`config.mk`:
```
export PLATFORM = sky130hd
export DESIGN_NAME = seg16_scroll_ctrl
export DESIGN_NICKNAME = d
export VERILOG_FILES = /design/src/rtl/seg16_scroll_ctrl.sv
export SDC_FILE = /design/constraint.sdc
export NUM_CORES = 1
export LEC_CHECK = 0
export ABC_AREA = 0
export BUFFER_PORTS_ARGS = -buffer_cell sky130_fd_sc_hd__buf_2
export CORE_UTILIZATION = 55
export CTS_CLUSTER_DIAMETER = 120
export CTS_CLUSTER_SIZE = 14
export DETAILED_ROUTE_END_ITERATION = 10
export GPL_TIMING_DRIVEN = 1
export MAX_ROUTING_LAYER = met4
export PLACE_DENSITY = 0.8
export SLEW_MARGIN = 15
export SYNTH_ARGS = -nofsm -noshare
export SYNTH_HDL_FRONTEND = slang
export SYNTH_SLANG_ARGS = --single-unit
```
`constraint.sdc`:
```
create_clock -name clk -period 10.15 [get_ports clk]
set_input_delay 1.015 -clock clk [delete_from_list [all_inputs] [get_ports clk]]
set_output_delay 1.015 -clock clk [all_outputs]
set_load 0.005 [all_outputs]
```
`src/rtl/seg16_scroll_ctrl.sv`:
```
// Message sequencer for the six-character 16-segment decoder: buffers an
// ASCII message from a byte stream and scrolls a six-character window over it.
module seg16_scroll_ctrl #(
    parameter int DEPTH  = 16,
    parameter int STEP_W = 24
) (
    input  logic              clk,
    input  logic              rst,
    input  logic [STEP_W-1:0] step_div,
    input  logic              wr_valid,
    output logic              wr_ready,
    input  logic [7:0]        wr_char,
    input  logic              wr_last,
    input  logic              clear,
    output logic              busy,
    output logic              step_strobe,
    output logic [7:0]        char1,
    output logic [7:0]        char2,
    output logic [7:0]        char3,
    output logic [7:0]        char4,
    output logic [7:0]        char5,
    output logic [7:0]        char6
);

    localparam int AW = $clog2(DEPTH);
    localparam int LW = AW + 1;
    localparam logic [7:0] SPACE = 8'h20;

    typedef enum logic [1:0] {
        IDLE = 2'd0,
        LOAD = 2'd1,
        RUN  = 2'd2
    } state_t;

    state_t            state;
    logic [LW-1:0]     len;
    logic [AW-1:0]     pos;
    logic [STEP_W-1:0] cnt;
    logic [7:0]        mem [DEPTH];

    logic              accept;
    logic              last_beat;
    logic              at_term;
    logic [STEP_W-1:0] cnt_inc;
    logic [AW-1:0]     pos_next;
    logic [LW-1:0]     idx [6];
    logic [7:0]        win [6];

    assign wr_ready  = (state != RUN);
    assign accept    = wr_valid && wr_ready;
    // The DEPTH-th character closes the message even without wr_last
    assign last_beat = wr_last || (len == LW'(DEPTH - 1));
    assign at_term   = (cnt == step_div);
    assign cnt_inc   = cnt + STEP_W'(1);
    assign pos_next  = (LW'(pos) == len - LW'(1)) ? '0 : pos + AW'(1);

    always_ff @(posedge clk) begin
        if (rst || clear) begin
            state       <= IDLE;
            len         <= '0;
            pos         <= '0;
            cnt         <= '0;
            busy        <= 1'b0;
            step_strobe <= 1'b0;
        end else begin
            unique case (state)
                IDLE, LOAD: begin
                    step_strobe <= 1'b0;
                    if (accept) begin
                        len  <= len + LW'(1);
                        busy <= 1'b1;
                        if (last_beat) begin
                            state       <= RUN;
                            pos         <= '0;
                            cnt         <= '0;
                            step_strobe <= (step_div == '0);
                        end else begin
                            state <= LOAD;
                        end
                    end
                end
                RUN: begin
                    // Strobe is high while cnt sits on its terminal value
                    if (at_term) begin
                        cnt         <= '0;
                        step_strobe <= (step_div == '0);
                        if (len > LW'(6)) begin
                            pos <= pos_next;
                        end
                    end else begin
                        cnt         <= cnt_inc;
                        step_strobe <= (cnt_inc == step_div);
                    end
                end
                default: begin
                    state       <= IDLE;
                    len         <= '0;
                    pos         <= '0;
                    cnt         <= '0;
                    busy        <= 1'b0;
                    step_strobe <= 1'b0;
                end
            endcase
        end
    end

    always_ff @(posedge clk) begin
        if (accept && !clear && !rst) begin
            mem[len[AW-1:0]] <= wr_char;
        end
    end

    // pos < len and k <= 5 < len, so one subtract folds the index back
    always_comb begin
        for (int k = 0; k < 6; k++) begin
            idx[k] = LW'(pos) + LW'(k);
            if (idx[k] >= len) begin
                idx[k] = idx[k] - len;
            end
            win[k] = SPACE;
            if (state == RUN) begin
                if (len > LW'(6)) begin
                    win[k] = mem[idx[k][AW-1:0]];
                end else if (LW'(k) < len) begin
                    win[k] = mem[AW'(k)];
                end
            end
        end
    end

    always_ff @(posedge clk) begin
        if (rst) begin
            char1 <= SPACE;
            char2 <= SPACE;
            char3 <= SPACE;
            char4 <= SPACE;
            char5 <= SPACE;
            char6 <= SPACE;
        end else begin
            char1 <= win[0];
            char2 <= win[1];
            char3 <= win[2];
            char4 <= win[3];
            char5 <= win[4];
            char6 <= win[5];
        end
    end

endmodule

```
==> results.md <==
* Number of global-route vias before repair at roughly 15,000
* Tot Pwr at roughly 0.0019 W
* First-pass GRT wire length at slightly below 90 mm
* Kind of start point of the critical path: flop
* CTS tree: built
* Initial DRT Pass Iterations at 6
* Synth top area cells: edfxtp_1, mux2i_1, dfxtp_1, nand2_1, mux2_2
* Worst-margin pin slew at roughly 1.3 ns
* R2R depth at 13
* Count leader, synth: nand2_1
* R2r setup slk at around 5.2 ns
* Leading area contributor after synthesis: edfxtp_1
* Sink Count at between 200 and 250
* Worst hold path stage count at 2
* RR Startpoint: pos[1]$_SDFFE_PP0P_
* Final hold vios at 0
* Mean Syn Cell Area at 8.770 um^2
* Pleak at 7.348 nW
* DRT antenna net count at 0
* Die area at about 32,000 um^2
* Clock Path Buffers at 3
* Hold path start: busy$_SDFFE_PP0P_
* H-tree depth at 1
* Worst Hold Endpoint: busy$_SDFFE_PP0P_
* Max Cap Viol at 0
* Num CTS Buffers at 19
* Die W at ~180 um
* Worst skew pair latency at approximately 0.54 ns
* DR vias at 16,550
* Setup TNS at 0 ns
* RSZ-0062 raised after global routing: no
* Core area at about 30,000 um^2
* EDFF count, synth at ~130
* Outcome: completed
* Critical path cell sequence: ha_1 > nand2_1 > xnor2_1 > ha_1 > a2111oi_0 > a211oi_1 > o211ai_1 > buf_4 > inv_1 > a211oi_1 > a31oi_1 > a22o_1 > a211o_1
* Mapped cell area at roughly 17,000 um^2
* Hold buffers post-CTS at 0
* Mapped Cells at between 1,500 and 2,000
* Initial antenna violation count at 1
* Main synth FF type: edfxtp_1
* Placer Congestion at 1.037
* Area delta synth->final at 6.606%
* Worst Hold Class: flop to flop
* Hold slack final at 0.4969 ns
* Required @ worst endpoint at ~11 ns
* Crit path largest cell delay at 0.73 ns
* Clock root buffer: clkbuf_16
* Final setup viols at 0
* Fin crit share at between 40% and 50%
* Tmin final at approximately 5 ns
* Maximum vdd drop at 0.0001290 V
* Share of cells above drive strength 1 at approximately 11%
* Most common library cells after synthesis: nand2_1, mux2i_1, edfxtp_1, nor2_1, a21oi_1
* DP Wirelength at between 40 and 50 mm
* GRT Total Usage at between 30% and 40%
* Die H at about 180 um
* Asr flop ratio synth at 0%
* Maximum fanout along the worst path at 70
* Initial core utilization at a little under three fifths
* Layout net count at 2,023
* CP Capture Type: flop
* Worst-path clk slew at 0.09 ns
* Type of the worst setup path: flop to flop
* Vias per cell at approximately 7.0
* Final WL at ~59 mm
* # rows at 64
* Cell family with most CP delay: compound AO/OA/AOI/OAI gates
* Post-synthesis register bit count at 213
* CP arrival at ~5.4 ns
* Number of setup buffers added after CTS at 0
* Syn. warnings at 0
* Largest net degree at the start of global routing at around 70
* Residual DRC count at 0
* Ports at 88
* Starting DRT DRC Count at between 2,000 and 2,500
* CP max stage cell: dfxtp_1
* Fmax at around 0.2 GHz
* Max-slew violation count at 0
* Routed len/inst at approximately 25 um
* Clock Skew at around 0.048 ns
* Post-CTS sizing at 0
* IO buf count at 87
* Buf+Inv Stages, Crit Path at 2
* Post-synth top area share at ~23%
* Grt total ovfl at 0
* Worst relative slew slack at between 10% and 20%
* Seq/Total Area, Yosys at 32.49%
* Pwr dens at 103.4 nW/um^2
* Synth cell types at 85
* FF-to-FF End: char2[1]$_SDFF_PP0_
* Post-synth net total at 2,023
[cell families (layout without fill, tap and decap cells)]
| family | count (synthesis) | count (layout) | synth area share [%] |
|---|---|---|---|
| AND/OR/NAND/NOR | 688 | 688 | 18.67 |
| AO/OA/AOI/OAI | 454 | 454 | 18.64 |
| multiplexers | 323 | 323 | 19.47 |
| flip-flops | 213 | 213 | 32.49 |
| buffers and inverters | 170 | 183 | 4.641 |
| XOR/XNOR | 58 | 58 | 2.977 |
| adder cells (fa/ha/maj) | 40 | 40 | 3.109 |
| other | 0 | 1 | 0 |
[registers in the layout, indices dropped and copies added, names as in the netlist]
name,count
char4,8
state,2
busy,1
cnt,24
char6,8
char3,8
pos,4
char5,8
char2,8
len,5
char1,8
mem,128
step_strobe,1
[layout by cell type (no fill, tap or decap), types with 21 or more instances in the layout]
| master | netlist | layout |
|---|---|---|
| nor2_1 | 112 | 111 |
| dfxtp_1 | 85 | 85 |
| mux2i_1 | 267 | 263 |
| o21ai_0 | 45 | 44 |
| buf_4 | 10 | 23 |
| buf_2 | 33 | 87 |
| nand2_1 | 309 | 309 |
| a21oi_1 | 96 | 95 |
| a32oi_1 | 21 | 21 |
| and2_1 | 44 | 44 |
| o211ai_1 | 34 | 34 |
| edfxtp_1 | 128 | 128 |
| mux2_2 | 47 | 47 |
| ha_1 | 36 | 36 |
| nand3_1 | 85 | 85 |
| a311oi_1 | 21 | 21 |
| a31oi_1 | 29 | 29 |
| a211oi_1 | 53 | 53 |
| nor3_1 | 25 | 23 |
| inv_1 | 37 | 37 |
| xnor2_1 | 40 | 40 |
[layer usage]
| layer | vias up | global-route usage (%) | share of wire, % |
|---|---|---|---|
| li1 | 7302 | - | - |
| met1 | 7832 | 52.00 | 40 |
| met2 | 1239 | 53.79 | 43 |
| met3 | 180 | 9.463 | 14 |
| met4 | 0 | 11.29 | 3.4 |
| met5 | - | - | 0 |
[through the flow]
stage	setup slack [ns]	util (%)	instance area [um^2]	cells
after global routing	4.887	59.48	18190	2356
after detailed placement	5.384	57.65	17640	2321
after global placement	5.505	57.65	17640	2321
after CTS	5.354	59.46	18190	2355
final	5.160	59.48	18190	2356
after floorplan	6.464	-	17070	1946
[layout make-up]
type	count	area [um^2]
inverter	39	146.4
tap	396	495.5
antenna	1	2.502
multi-input combinational	1563	10840
clock inverter	2	17.52
timing repair buffer	110	608.1
fill	2700	12400
sequential	213	5545
clock buffer	32	534.3
[worst max path at each step]
stage	startpoint	to	slack, ns	depth (start not counted)
after floorplan	pos[1]$_SDFFE_PP0P_	char4[0]$_SDFF_PP0_	6.46	15
final	pos[1]$_SDFFE_PP0P_	char2[1]$_SDFF_PP0_	5.16	13
after global placement	pos[0]$_SDFFE_PP0P_	char4[7]$_SDFF_PP0_	5.51	13
after CTS	pos[0]$_SDFFE_PP0P_	char2[1]$_SDFF_PP0_	5.35	11
after detailed placement	pos[0]$_SDFFE_PP0P_	char2[1]$_SDFF_PP0_	5.38	11
after global routing	pos[0]$_SDFFE_PP0P_	char4[0]$_SDFF_PP0_	4.89	13
[worst min-delay path: stages, from the launching register on]
cell      delay, ns
dfxtp_1        0.33
nand2b_1       0.07
a21oi_1        0.06
[report_power, final]
| group | switching, W | total [W] | leakage [nW] | internal, W |
|---|---|---|---|---|
| clock | 0.000342 | 0.000703 | 0.265 | 0.000361 |
| combinational | 0.000156 | 0.000255 | 5.25 | 0.0000984 |
| sequential | 0.00000608 | 0.000923 | 1.84 | 0.000917 |
| total | 0.000504 | 0.00188 | 7.35 | 0.00138 |
No activity file was read; power rests on OpenSTA's default activity.
